File: src/rtl/bcd_serial_add_ctrl.sv
// rtl/bcd_serial_add_ctrl.sv - digit-serial packed BCD adder controller, one digit per clock, LSB first
// Optional invalid-digit detection when BCD_DIGIT_CHECK_EN is defined.
module bcd_serial_add_ctrl #(
  parameter int DIGITS = 4
) (
  input  logic                clk,
  input  logic                rst_n,
  input  logic                start,
  input  logic [4*DIGITS-1:0] a,
  input  logic [4*DIGITS-1:0] b,
  input  logic                cin,
  output logic                busy,
  output logic                done,
  output logic [4*DIGITS-1:0] sum,
  output logic                cout,
  output logic                err
);

  localparam int W  = 4 * DIGITS;
  localparam int CW = (DIGITS > 1) ? $clog2(DIGITS) : 1;

  typedef enum logic [1:0] {
    IDLE,
    RUN,
    DONE
  } state_t;

  state_t          state;
  state_t          state_nxt;
  logic [W-1:0]    a_sh;
  logic [W-1:0]    b_sh;
  logic [W-1:0]    acc;
  logic [W-1:0]    acc_nxt;
  logic            carry;
  logic [CW-1:0]   count;
  logic [4:0]      t;
  logic            f;
  logic [3:0]      digit;
  logic            last;
  logic            accept;

  assign t      = {1'b0, a_sh[3:0]} + {1'b0, b_sh[3:0]} + {4'b0000, carry};
  assign f      = t[4] | (t[3] & (t[2] | t[1]));
  assign digit  = f ? (t[3:0] + 4'd6) : t[3:0];
  assign last   = (count == CW'(DIGITS - 1));
  assign accept = (state == IDLE) && start;
  assign busy   = (state == RUN);
  assign done   = (state == DONE);

  // Result digits enter at the MSB end so digit0 lands at the bottom after DIGITS shifts.
  generate
    if (DIGITS == 1) begin : g_one
      assign acc_nxt = digit;
    end else begin : g_many
      assign acc_nxt = {digit, acc[W-1:4]};
    end
  endgenerate

  always_ff @(posedge clk or negedge rst_n) begin
    if (!rst_n) begin
      state <= IDLE;
    end else begin
      state <= state_nxt;
    end
  end

  always_comb begin
    state_nxt = state;
    case (state)
      IDLE: if (start) state_nxt = RUN;
      RUN:  if (last)  state_nxt = DONE;
      DONE:            state_nxt = IDLE;
      default:         state_nxt = IDLE;
    endcase
  end

  always_ff @(posedge clk or negedge rst_n) begin
    if (!rst_n) begin
      a_sh  <= '0;
      b_sh  <= '0;
      acc   <= '0;
      carry <= 1'b0;
      count <= '0;
      sum   <= '0;
      cout  <= 1'b0;
    end else if (accept) begin
      a_sh  <= a;
      b_sh  <= b;
      carry <= cin;
      count <= '0;
    end else if (state == RUN) begin
      a_sh  <= a_sh >> 4;
      b_sh  <= b_sh >> 4;
      carry <= f;
      acc   <= acc_nxt;
      count <= count + 1'b1;
      if (last) begin
        sum  <= acc_nxt;
        cout <= f;
      end
    end
  end

`ifdef BCD_DIGIT_CHECK_EN
  logic bad_seen;
  logic bad_now;
  logic err_q;

  assign bad_now = (a_sh[3:0] > 4'd9) || (b_sh[3:0] > 4'd9);
  assign err     = err_q;

  always_ff @(posedge clk or negedge rst_n) begin
    if (!rst_n) begin
      bad_seen <= 1'b0;
      err_q    <= 1'b0;
    end else if (accept) begin
      bad_seen <= 1'b0;
      err_q    <= 1'b0;
    end else if (state == RUN) begin
      bad_seen <= bad_seen | bad_now;
      if (last) err_q <= bad_seen | bad_now;
    end
  end
`else
  assign err = 1'b0;
`endif

endmodule

File: config.mk
export PLATFORM = sky130hd
export DESIGN_NAME = bcd_serial_add_ctrl
export DESIGN_NICKNAME = d
export VERILOG_FILES = /design/src/rtl/bcd_serial_add_ctrl.sv
export SDC_FILE = /design/constraint.sdc
export NUM_CORES = 1
export LEC_CHECK = 0
export ABC_CLOCK_PERIOD_IN_PS = 3000
export BUFFER_PORTS_ARGS = -buffer_cell sky130_fd_sc_hd__buf_2
export CELL_PAD_IN_SITES_DETAIL_PLACEMENT = 1
export CELL_PAD_IN_SITES_GLOBAL_PLACEMENT = 1
export CORE_MARGIN = 8
export CORE_UTILIZATION = 45
export CTS_BUF_LIST = sky130_fd_sc_hd__clkbuf_8
export CTS_CLUSTER_SIZE = 40
export DETAILED_ROUTE_END_ITERATION = 7
export GPL_ROUTABILITY_DRIVEN = 0
export GPL_TIMING_DRIVEN = 0
export PLACE_DENSITY = 0.89
export SETUP_SLACK_MARGIN = 0.4
export SYNTH_ARGS = -nofsm -noshare
export SYNTH_HDL_FRONTEND = slang
export SYNTH_SLANG_ARGS = --single-unit
File: constraint.sdc
create_clock -name clk -period 3 [get_ports clk]
set_clock_uncertainty 0.05 [all_clocks]
set_input_delay 0.3 -clock clk [delete_from_list [all_inputs] [get_ports clk]]
set_output_delay 0.3 -clock clk [all_outputs]
set_load 0.005 [all_outputs]
==> results.md <==
* H-tree depth at 3
* Vias per inst at roughly 5.4
* Worst setup SP type: register
* Clock Power Share at 0.158
* VDD IR max at 0.3831 mV
* Clk sinks at 66
* Slew headroom at 0.4292
* Reg-to-reg slack, setup at slightly below 0.5 ns
* Antenna violations before repair at 0
* DP Worst Slack at approximately 0.27 ns
* Clk slew on worst S/H paths at around 0.07 ns
* Sequential Area at roughly 1700 sq um
* Synth top area cells: dfrtp_1 51%, nor2b_1 5.8%, o21ai_0 5.7%
* CTS root buf: clkbuf_8
* Via count at 2,620
* I/O Pins at between 50 and 60
* Leakage Power at 1.813 nW
* Number of synthesized flops with an enable pin at 0
* Vias in the first global route at between 2,000 and 3,000
* Crit-path max FO at 3
* Maxcap violations at 0
* Final TNS setup at 0 ns
* Failing checks: hold timing
* First-pass GRT wire length at between 10,000 and 15,000 microns
* Syn Inst Count at around 320
* Starting Density at 0.4539
* Post-DP HPWL at between 6000 and 7000 microns
* Filler cells at between 800 and 900
* Core area at 7098 sq um
* Mean post-synth cell area at 10.23 sq um
* TritonCTS clock tree: built
* Setup ws final at a little under 0.5 ns
* Setup violators final at 0
* Post-layout total power at 0.004093 W
* Register area share after synthesis at 0.5126
* Worst hold slack at -0.01170 ns
* Largest net degree at the start of global routing at 67
* Cell Count, Final, Fillers Out at 483
* Post-CTS Hold Fix Bufs at 0
* Placement Cell Area at about 3600 sq um
* Nature of the critical path endpoint: register
* CP Data Required Time at 3.23 ns
* WL final at between 8000 and 9000 microns
* Worst Max-Slew Pin Slew at around 0.86 ns
* DRC viols at 0
* Final hold vios at 9
* Max Buffers Root-to-Sink at 2
* Syn Nets at about 360
* Post-synth top area share at 0.5126
* Pwr/cell area at 1077 nW/um^2
* Switching power at about 0.0016 W
* DR iter-0 viols at 100
* Post-synth cell types at 36
* Rows at 31
* Grt ovf at 0
* Dpl cells at approximately 470
* Die X at slightly above 100 microns
* Die height at 100.6 microns
* Die area at about 10,000 sq um
* Sw frac at 0.4011
* ANT cells at 0
* Drt pass-1 iters at 4
* Buffers on Ports at 53
* Area of the multi-input gates at roughly 1400 sq um
* Worst min-delay path class: input pin to async pin
* Post-route ant nets at 0
* Comb pwr share at 0.470
* Outcome: finished with violations
* Seq pwr share at 0.372
* Internal Power at ~0.0025 W
* Most used flip-flop cell after synthesis: dfrtp_1
* Gr usage total at 0.1858
* Asr flop ratio synth at 1.000
* Finished Cell Area at around 3800 sq um
* Final net count at around 420
* Layout area overhead at 17.98%
* Slew Viols, Final at 0
* Tmin final at approximately 2.5 ns
* Biggest area consumer among synthesized cells: dfrtp_1
* Warnings from Yosys at 0
* Worst EP arrival at 2.74 ns
* Layout cell share with drive strength beyond 1 at 0.2552
* Synthesized area at between 3000 and 4000 sq um
* Max Fclk at 397.6 MHz
* CTS Buf Count at 9
* Crit share post-route at 0.8383
* Worst setup path class: register to register
* Worst-skew pair later-pin latency at 0.34 ns
* DR WL/cell at roughly 18 microns
* FF+latch count, synth at 66
* RSZ-0062 raised after global routing: no
-- per-layer routing --
layer / GRT usage / part of all wire
met1: 0.2113 / 0.42
met2: 0.3235 / 0.51
met3: 0.04213 / 0.045
met4: 0.08372 / 0.020
met5: 0 / 0
-- timing repair --
| item | CTS | global route |
|---|---|---|
| resized for setup | 3 | 2 |
| pin swaps | 2 | 0 |
| endpoints found under the setup margin | 4 | 2 |
| setup buffers | 0 | 0 |
-- flip-flops by register name, indices dropped and copies added, names as in the netlist --
register  flops
acc          12
a_sh         16
b_sh         16
cout          1
carry         1
count         2
state         2
sum          16
-- worst paths after layout --
check / startpoint / to / cells past startpoint
max: a_sh[0] / acc[14] / 8
min: rst_n / sum[2] / 1
max reg2reg: a_sh[0] / acc[14] / 8
min reg2reg: sum[15] / sum[15] / 2
max in group asynchronous: rst_n / b_sh[8] / 1
min in group clk: b[13] / b_sh[13] / 3
-- area by class of cell --
| cell class | instances | area share |
|---|---|---|
| repair buffers | 53 | 0.07044 |
| multi-input cells | 217 | 0.3752 |
| plain buffers | 24 | 0.03555 |
| clock inverters | 6 | 0.006912 |
| clock buffers | 10 | 0.03621 |
| flip-flops and latches | 66 | 0.4345 |
| well taps | 99 | 0.03259 |
| inverters | 8 | 0.008558 |
-- cells in the final DEF, fill, tap and decap left out, types with 4 or more instances in the layout --
cell	netlist	final
dfrtp_1	66	66
buf_2	3	55
nand2_1	40	40
o21ai_0	37	37
nor2b_1	30	30
a21oi_1	30	30
a22oi_1	24	24
clkbuf_1	13	13
mux2_4	11	11
inv_1	7	10
clkbuf_8	0	10
buf_4	5	6
nor2_1	6	6
a2bb2oi_1	5	5
ha_1	6	5
o21ai_1	4	4
-- cell usage after synthesis, types with 2 or more instances --
cell        n
nand2_1    40
ha_1        6
o21ai_0    37
dfrtp_1    66
clkbuf_1   13
a2bb2oi_1   5
a22oi_1    24
a21oi_1    30
nand2b_1    2
mux2_4     11
o21ai_1     4
buf_2       3
mux2i_1     2
buf_6       3
buf_4       5
a21oi_2     2
inv_1       7
nor2_1      6
fa_1        2
xor2_1      2
nor2b_1    30
-- power by group through the flow --
stage / clock [W] / combinational, W / sequential, W
2_1_floorplan: 0 / 0.00134 / 0.00146
3_3_place_gp: 0 / 0.00174 / 0.00150
3_5_place_dp: 0 / 0.00187 / 0.00153
4_1_cts: 0.000655 / 0.00193 / 0.00153
5_1_grt: 0.000698 / 0.00215 / 0.00157
6_report: 0.000647 / 0.00192 / 0.00152
-- logic make-up (layout without fill, tap and decap cells) --
logic type | after synthesis | after routing | synth area share
adders and majority gates | 8 | 8 | 0.03573
other | 1 | 1 | 0.001164
DFF | 66 | 66 | 0.5126
and+or+nand+nor | 82 | 82 | 0.1247
xor gates and xnor gates | 2 | 2 | 0.005438
muxes | 15 | 15 | 0.06447
AOI/OAI and AO/OA | 109 | 109 | 0.2039
buffers and inverters | 32 | 101 | 0.05204
-- worst max-delay path, stage by stage, from the launching register on --
cell and delay (ns):
dfrtp_1 0.36, inv_1 0.10, fa_2 0.42, fa_2 0.39, xor2_2 0.20, ha_2 0.22, o31ai_4 0.23, mux2_4 0.35
a21oi_2 0.13
-- stage by stage --
stage	hold WS (ns)	utilization
after floorplan	-0.04559	-
after global placement	0.4064	0.5087
after detailed placement	0.4153	0.5091
after CTS	0.04410	0.5341
after global routing	0.07700	0.5355
final	-0.01170	0.5355
(Power assumes the default switching activity.)
